--- config.mk ---
export PLATFORM = sky130hd
export DESIGN_NAME = alu_arbiter_flat
export DESIGN_NICKNAME = d
export VERILOG_FILES = /design/src/rtl/alu_arbiter_if.sv /design/src/rtl/alu_arbiter.sv /design/src/flat_wrapper.sv
export SDC_FILE = /design/constraint.sdc
export NUM_CORES = 1
export LEC_CHECK = 0
export ABC_AREA = 0
export ABC_CLOCK_PERIOD_IN_PS = 2150
export BUFFER_PORTS_ARGS = -buffer_cell sky130_fd_sc_hd__buf_2
export CAP_MARGIN = 20
export CORE_AREA = 2 2 114 116
export DETAILED_ROUTE_END_ITERATION = 10
export DIE_AREA = 0 0 116 118
export PLACE_DENSITY = 0.71
export SYNTH_ARGS = -nofsm -noshare
export SYNTH_HDL_FRONTEND = slang
export SYNTH_SLANG_ARGS = --single-unit
export TNS_END_PERCENT = 20
--- constraint.sdc ---
create_clock -name clk -period 2.15 [get_ports clk]
set_input_delay 0.3225 -clock clk [delete_from_list [all_inputs] [get_ports clk]]
set_output_delay 0.3225 -clock clk [all_outputs]
set_load 0.02 [all_outputs]
--- src/rtl/alu_arbiter_if.sv ---
// alu_arbiter_if: request/response/ALU bundle between two requesters, the arbiter and the shared ALU
// Parameters: DATA_WIDTH operand/result width, OVF_CNT_W overflow counter width.
// slave modport (arbiter): takes req*_valid/op/a/b, rsp*_ready, alu_data/alu_overflow;
//   drives req*_ready, rsp*_valid, rsp_data, rsp_overflow, alu_op/a/b, busy, ovf_cnt.
// master modport: the mirror image, for the requester/ALU side.
interface alu_arbiter_if #(
    parameter int DATA_WIDTH = 32,
    parameter int OVF_CNT_W  = 8
);
    logic                  req0_valid, req1_valid;
    logic                  req0_ready, req1_ready;
    logic [4:0]            req0_op, req1_op;
    logic [DATA_WIDTH-1:0] req0_a, req0_b, req1_a, req1_b;
    logic                  rsp0_valid, rsp1_valid;
    logic                  rsp0_ready, rsp1_ready;
    logic [DATA_WIDTH-1:0] rsp_data;
    logic                  rsp_overflow;
    logic [4:0]            alu_op;
    logic [DATA_WIDTH-1:0] alu_a, alu_b;
    logic [DATA_WIDTH-1:0] alu_data;
    logic                  alu_overflow;
    logic                  busy;
    logic [OVF_CNT_W-1:0]  ovf_cnt;

    modport slave (
        input  req0_valid, req1_valid, req0_op, req1_op, req0_a, req0_b, req1_a, req1_b,
               rsp0_ready, rsp1_ready, alu_data, alu_overflow,
        output req0_ready, req1_ready, rsp0_valid, rsp1_valid, rsp_data, rsp_overflow,
               alu_op, alu_a, alu_b, busy, ovf_cnt
    );

    modport master (
        output req0_valid, req1_valid, req0_op, req1_op, req0_a, req0_b, req1_a, req1_b,
               rsp0_ready, rsp1_ready, alu_data, alu_overflow,
        input  req0_ready, req1_ready, rsp0_valid, rsp1_valid, rsp_data, rsp_overflow,
               alu_op, alu_a, alu_b, busy, ovf_cnt
    );
endinterface

--- src/rtl/alu_arbiter.sv ---
// alu_arbiter: shares one combinational ALU between two requesters with registered operands
// Ports: clk (rising edge), rst (synchronous active-high), bus (alu_arbiter_if.slave).
// Parameters: DATA_WIDTH, FP_LAT (EXEC cycles for ops 4..7, 1..15), OVF_CNT_W.
// Macro ALU_ARB_FIXED_PRIO_EN: when defined requester 0 always wins ties; otherwise round-robin.
module alu_arbiter #(
    parameter int DATA_WIDTH = 32,
    parameter int FP_LAT     = 3,
    parameter int OVF_CNT_W  = 8
) (
    input logic          clk,
    input logic          rst,
    alu_arbiter_if.slave bus
);
    localparam logic [1:0] IDLE = 2'd0;
    localparam logic [1:0] EXEC = 2'd1;
    localparam logic [1:0] RESP = 2'd2;
    localparam logic [3:0] FP_INIT = 4'(FP_LAT - 1);

    logic [1:0]            state;
    logic                  owner, last_grant, grant, accept, rsp_hs, res_ovf;
    logic [4:0]            op, op_in;
    logic [DATA_WIDTH-1:0] a, b, result;
    logic [3:0]            lat_cnt;
    logic [OVF_CNT_W-1:0]  ovf_cnt;

`ifdef ALU_ARB_FIXED_PRIO_EN
    assign grant = !bus.req0_valid;
`else
    // On a tie the requester that did not win last time gets the ALU.
    assign grant = (bus.req0_valid && bus.req1_valid) ? !last_grant : !bus.req0_valid;
`endif

    assign bus.req0_ready = state == IDLE && !grant && bus.req0_valid;
    assign bus.req1_ready = state == IDLE && grant && bus.req1_valid;
    assign accept         = bus.req0_ready || bus.req1_ready;
    assign op_in          = grant ? bus.req1_op : bus.req0_op;
    assign rsp_hs         = state == RESP && (owner ? bus.rsp1_ready : bus.rsp0_ready);

    always_ff @(posedge clk) begin
        if (rst) begin
            state      <= IDLE;
            owner      <= 1'b0;
            last_grant <= 1'b1;
            op         <= '0;
            a          <= '0;
            b          <= '0;
            lat_cnt    <= '0;
            result     <= '0;
            res_ovf    <= 1'b0;
            ovf_cnt    <= '0;
        end else begin
            if (accept) begin
                state   <= EXEC;
                owner   <= grant;
                op      <= op_in;
                a       <= grant ? bus.req1_a : bus.req0_a;
                b       <= grant ? bus.req1_b : bus.req0_b;
                // Ops 4..7 are the FP group; everything else completes in one EXEC cycle.
                lat_cnt <= op_in[4:2] == 3'b001 ? FP_INIT : 4'd0;
            end
            if (state == EXEC) begin
                if (lat_cnt != 4'd0) begin
                    lat_cnt <= lat_cnt - 4'd1;
                end else begin
                    result  <= bus.alu_data;
                    res_ovf <= bus.alu_overflow;
                    state   <= RESP;
                end
            end
            if (rsp_hs) begin
                last_grant <= owner;
                if (res_ovf && !(&ovf_cnt))
                    ovf_cnt <= ovf_cnt + OVF_CNT_W'(1);
                state <= IDLE;
            end
        end
    end

    // Operand registers only change on accept, so the ALU inputs hold outside EXEC.
    assign bus.alu_op       = op;
    assign bus.alu_a        = a;
    assign bus.alu_b        = b;
    assign bus.rsp0_valid   = state == RESP && !owner;
    assign bus.rsp1_valid   = state == RESP && owner;
    assign bus.rsp_data     = result;
    assign bus.rsp_overflow = res_ovf;
    assign bus.busy         = state != IDLE;
    assign bus.ovf_cnt      = ovf_cnt;
endmodule

--- src/flat_wrapper.sv ---
// flat-port wrapper written by rule: the top's interface ports become plain ports
module alu_arbiter_flat 
#(
    parameter int DATA_WIDTH = 32,
    parameter int FP_LAT     = 3,
    parameter int OVF_CNT_W  = 8
)
  (clk, rst, bus_req0_valid, bus_req1_valid, bus_req0_op, bus_req1_op, bus_req0_a, bus_req0_b, bus_req1_a, bus_req1_b, bus_rsp0_ready, bus_rsp1_ready, bus_alu_data, bus_alu_overflow, bus_req0_ready, bus_req1_ready, bus_rsp0_valid, bus_rsp1_valid, bus_rsp_data, bus_rsp_overflow, bus_alu_op, bus_alu_a, bus_alu_b, bus_busy, bus_ovf_cnt);
  alu_arbiter_if #(.DATA_WIDTH(DATA_WIDTH), .OVF_CNT_W(OVF_CNT_W)) bus_i ();
  input logic clk;
  input logic rst;
  input wire logic [$bits(bus_i.req0_valid)-1:0] bus_req0_valid;
  input wire logic [$bits(bus_i.req1_valid)-1:0] bus_req1_valid;
  input wire logic [$bits(bus_i.req0_op)-1:0] bus_req0_op;
  input wire logic [$bits(bus_i.req1_op)-1:0] bus_req1_op;
  input wire logic [$bits(bus_i.req0_a)-1:0] bus_req0_a;
  input wire logic [$bits(bus_i.req0_b)-1:0] bus_req0_b;
  input wire logic [$bits(bus_i.req1_a)-1:0] bus_req1_a;
  input wire logic [$bits(bus_i.req1_b)-1:0] bus_req1_b;
  input wire logic [$bits(bus_i.rsp0_ready)-1:0] bus_rsp0_ready;
  input wire logic [$bits(bus_i.rsp1_ready)-1:0] bus_rsp1_ready;
  input wire logic [$bits(bus_i.alu_data)-1:0] bus_alu_data;
  input wire logic [$bits(bus_i.alu_overflow)-1:0] bus_alu_overflow;
  output wire logic [$bits(bus_i.req0_ready)-1:0] bus_req0_ready;
  output wire logic [$bits(bus_i.req1_ready)-1:0] bus_req1_ready;
  output wire logic [$bits(bus_i.rsp0_valid)-1:0] bus_rsp0_valid;
  output wire logic [$bits(bus_i.rsp1_valid)-1:0] bus_rsp1_valid;
  output wire logic [$bits(bus_i.rsp_data)-1:0] bus_rsp_data;
  output wire logic [$bits(bus_i.rsp_overflow)-1:0] bus_rsp_overflow;
  output wire logic [$bits(bus_i.alu_op)-1:0] bus_alu_op;
  output wire logic [$bits(bus_i.alu_a)-1:0] bus_alu_a;
  output wire logic [$bits(bus_i.alu_b)-1:0] bus_alu_b;
  output wire logic [$bits(bus_i.busy)-1:0] bus_busy;
  output wire logic [$bits(bus_i.ovf_cnt)-1:0] bus_ovf_cnt;
  assign bus_i.req0_valid = bus_req0_valid;
  assign bus_i.req1_valid = bus_req1_valid;
  assign bus_i.req0_op = bus_req0_op;
  assign bus_i.req1_op = bus_req1_op;
  assign bus_i.req0_a = bus_req0_a;
  assign bus_i.req0_b = bus_req0_b;
  assign bus_i.req1_a = bus_req1_a;
  assign bus_i.req1_b = bus_req1_b;
  assign bus_i.rsp0_ready = bus_rsp0_ready;
  assign bus_i.rsp1_ready = bus_rsp1_ready;
  assign bus_i.alu_data = bus_alu_data;
  assign bus_i.alu_overflow = bus_alu_overflow;
  assign bus_req0_ready = bus_i.req0_ready;
  assign bus_req1_ready = bus_i.req1_ready;
  assign bus_rsp0_valid = bus_i.rsp0_valid;
  assign bus_rsp1_valid = bus_i.rsp1_valid;
  assign bus_rsp_data = bus_i.rsp_data;
  assign bus_rsp_overflow = bus_i.rsp_overflow;
  assign bus_alu_op = bus_i.alu_op;
  assign bus_alu_a = bus_i.alu_a;
  assign bus_alu_b = bus_i.alu_b;
  assign bus_busy = bus_i.busy;
  assign bus_ovf_cnt = bus_i.ovf_cnt;
  alu_arbiter #(.DATA_WIDTH(DATA_WIDTH), .FP_LAT(FP_LAT), .OVF_CNT_W(OVF_CNT_W)) u_core (.clk(clk), .rst(rst), .bus(bus_i));
endmodule
==> results.toml <==
[status]
status = "complete, no violations"

[power]
leakagePower_nw = 3.52
power_consumption_mw = 10.1
ir_drop_mv = 0.869
power_per_cell_area_nw_per_um2 = 1410

[setup_path]
timing.critical_path.from = "u_core.last_grant"
path_cells = "nand2b_1 -> nand2_4 -> nor2_1 -> buf_2"
worstPathMaxFanout = 20
startpoint_type = "flip-flop"
crit_path_class = "flip-flop to output pin"
ff2ff_path_depth = 7
rr_startpoint = "u_core.lat_cnt[0]"
cpMaxStageDelayCell = "sky130_fd_sc_hd__dfxtp_1"
worstReg2RegEnd = "u_core.bus.rsp_data[7]"
highest_cell_delay_on_the_worst_timing_path_ns = 0.35
end_kind = "output pin"
crit_end = "bus_req0_ready"
reg2reg_setup_slack_ns = 0.38
required_ns = 1.83
critical_path_arrival_ns = 1.66

[detailed_routing]
m1WireLength_mm = 5.83
drcViolationCount = 0
avgRoutedWirePerCell_um = 14.0
detail_route.first_pass.iterations = 4
postRouteWirelength_mm = 14.2
total_length_of_routed_met2_wires_mm = 7.01
top_layer = "met4"
routed_via_density = 4.87
ant_nets = 0
met3_wirelength_mm = 1.18
drt-initial-drc-count = 249
route.vias.total = 4958

[sta]
timing_hold_violations_final = 0
totalNegativeSetupSlack_ns = 0
achievable-frequency_mhz = 505
grt_setup_unrepaired = "no"
worst_pin_slew_ns = 0.514
layout_worst_path_cycle_share = 0.920
slew_headroom = 0.657
post_route_minimum_period_ns = 1.98
setup_clock_skew_after_layout_ns = 0.0125
final-max-slew-violation-count = 0
layout_setup_ws_ns = 0.172
hold_ws_ns = 0.153
setup-violations-final = 0

[clock_network]
cts_tree = "built"
htreeDepth = 4
hold_buffers_post_cts = 0
tritoncts_num_sinks = 118
clockRootBuffer = "sky130_fd_sc_hd__clkbuf_16"
clock_insertion_delay_worst_skew_ns = 0.41
clock_path_buffers = 2
post_cts.resized_instances = 0
postCtsSetupBuffers = 0
clock_transition_at_the_registers_of_the_reported_paths_ns = 0.06
inserted_clock_buffers = 17

[floorplan]
fp.dieW_um = 116
dieArea_um2 = 13700
placement_rows = 41
die-height_um = 118
top_level_ports = 292
start_util = 0.407
core_um2 = 12400

[global_route]
grt_start_max_net_pins = 87
grt_antenna_before_repair = 1
grt_overflow_total = 0
grt_pass1_wl_mm = 22.4
grt_usage = 0.204
vias_in_the_first_global_route = 4722

[logic_synthesis]
synth_nets = 736
yosys.cell_types.count = 40
number_of_synthesized_flops_with_an_enable_pin = 0
synth_seq_cells = 118
syn_avg_cell_area_um2 = 9.08
post-synth-top-count-cell = "sky130_fd_sc_hd__dfxtp_1"
synthesis.yosys.warnings = 0
synth_sequential_area_ratio = 0.467
syn-instance-count = 557
synth.top_cell.area_share = 0.467
ys_async_sr_fraction = 0
ys_dominant_reg_cell = "sky130_fd_sc_hd__dfxtp_1"
synth.largest_area_cell = "sky130_fd_sc_hd__dfxtp_1"
synth_top_cells_by_area = "sky130_fd_sc_hd__dfxtp_1 (47%), sky130_fd_sc_hd__mux2i_1 (14%), sky130_fd_sc_hd__a211oi_1 (10%)"
synth.top_cells.by_count = "sky130_fd_sc_hd__dfxtp_1 (118), sky130_fd_sc_hd__nor2_1 (74), sky130_fd_sc_hd__nand2_1 (71), sky130_fd_sc_hd__mux2i_1 (70), sky130_fd_sc_hd__a211oi_1 (69)"
synth.cell_area_um2 = 5050

[placement]
gp_routability_congestion = 0.815
detailedPlacementHpwl_mm = 10.6
place_inst = 985
port_buffers = 291
place_worst_setup_slack_ns = 0.371

[layout]
register_area_um2 = 2360
multi_input_comb_area_um2 = 2420
nets = 1011
layout-drive-gt1-share = 0.402
layout.cells.non_filler = 1018
area_growth_pct = 42.1
layout.filler_cells = 1177

[min_path]
min_path_type = "input port to flip-flop"

[flow_run]
maxCapViolations = 0
-- registers in the layout (all words and copies together), names as in the netlist --
name,count
u_core.bus.alu_a,32
u_core.bus.alu_b,32
u_core.bus.alu_op,5
u_core.bus.ovf_cnt,8
u_core.bus.rsp_data,32
u_core.bus.rsp_overflow,1
u_core.last_grant,1
u_core.lat_cnt,4
u_core.owner,1
u_core.state,2
-- critical path, delay by kind of cell (launching register included) --
family                 cells  cell delay, ns
AND/OR/NAND/NOR            3            0.69
buffers and inverters      1            0.21
flip-flops                 1            0.35
-- layout by cell type (no fill, tap or decap), types with 3 or more instances in the layout --
cell,count
sky130_fd_sc_hd__a21oi_1,46
sky130_fd_sc_hd__or4_1,4
sky130_fd_sc_hd__clkinvlp_4,3
sky130_fd_sc_hd__mux2i_1,70
sky130_fd_sc_hd__nor2_1,74
sky130_fd_sc_hd__dfxtp_1,118
sky130_fd_sc_hd__nand4_1,3
sky130_fd_sc_hd__clkinv_4,3
sky130_fd_sc_hd__buf_2,290
sky130_fd_sc_hd__o31ai_1,4
sky130_fd_sc_hd__nand2b_1,3
sky130_fd_sc_hd__inv_6,4
sky130_fd_sc_hd__clkbuf_16,17
sky130_fd_sc_hd__o21ai_0,5
sky130_fd_sc_hd__inv_1,7
sky130_fd_sc_hd__nand2_1,71
sky130_fd_sc_hd__buf_12,4
sky130_fd_sc_hd__nand3_1,8
sky130_fd_sc_hd__buf_4,7
sky130_fd_sc_hd__a211oi_1,69
-- cells by family (layout without fill, tap and decap cells) --
kind of cell | after synthesis | count (layout) | synth area share
other | 0 | 1 | 0
adders and majority gates | 2 | 2 | 0.00495
DFF | 118 | 118 | 0.467
muxes | 70 | 70 | 0.139
and+or+nand+nor | 182 | 182 | 0.160
buffers and inverters | 52 | 340 | 0.0557
AOI/OAI and AO/OA | 133 | 133 | 0.174
-- how the worst min path moves through the flow --
stage	start	to	cells past startpoint
after global placement	u_core.bus.rsp_data[6]	u_core.bus.rsp_data[6]	2
after detailed placement	u_core.bus.rsp_data[6]	u_core.bus.rsp_data[6]	2
after CTS	bus_alu_data[11]	u_core.bus.rsp_data[11]	3
after floorplan	u_core.lat_cnt[0]	u_core.lat_cnt[0]	2
final	bus_alu_data[9]	u_core.bus.rsp_data[9]	3
after global routing	bus_alu_data[11]	u_core.bus.rsp_data[11]	3
-- layer usage --
layer	track usage	vias up
li1	-	2549
met3	0.0793	21
met2	0.352	182
met5	0	-
met1	0.231	2206
met4	0.0625	0
-- per-stage QoR --
stage / utilization / area [um^2]
floorplan: - / 5050
detailed placement: 0.533 / 6610
global placement: 0.533 / 6610
CTS: 0.578 / 7180
finish: 0.578 / 7180
global route: 0.578 / 7180
-- area by class of cell --
class,count,share of cell area
timing repair buffer,301,0.221
clock inverter,13,0.0173
clock buffer,19,0.0617
sequential,118,0.329
antenna,1,0.000348
multi-input combinational,387,0.338
inverter,7,0.00366
tap,172,0.0300
-- report_power, final --
part           leakage (nW)  internal (mW)  switching, mW
Sequential            0.973           2.90          0.363
Combinational          2.27           1.49           2.65
Clock                 0.271           1.63           1.07
(Power assumes the default switching activity.)
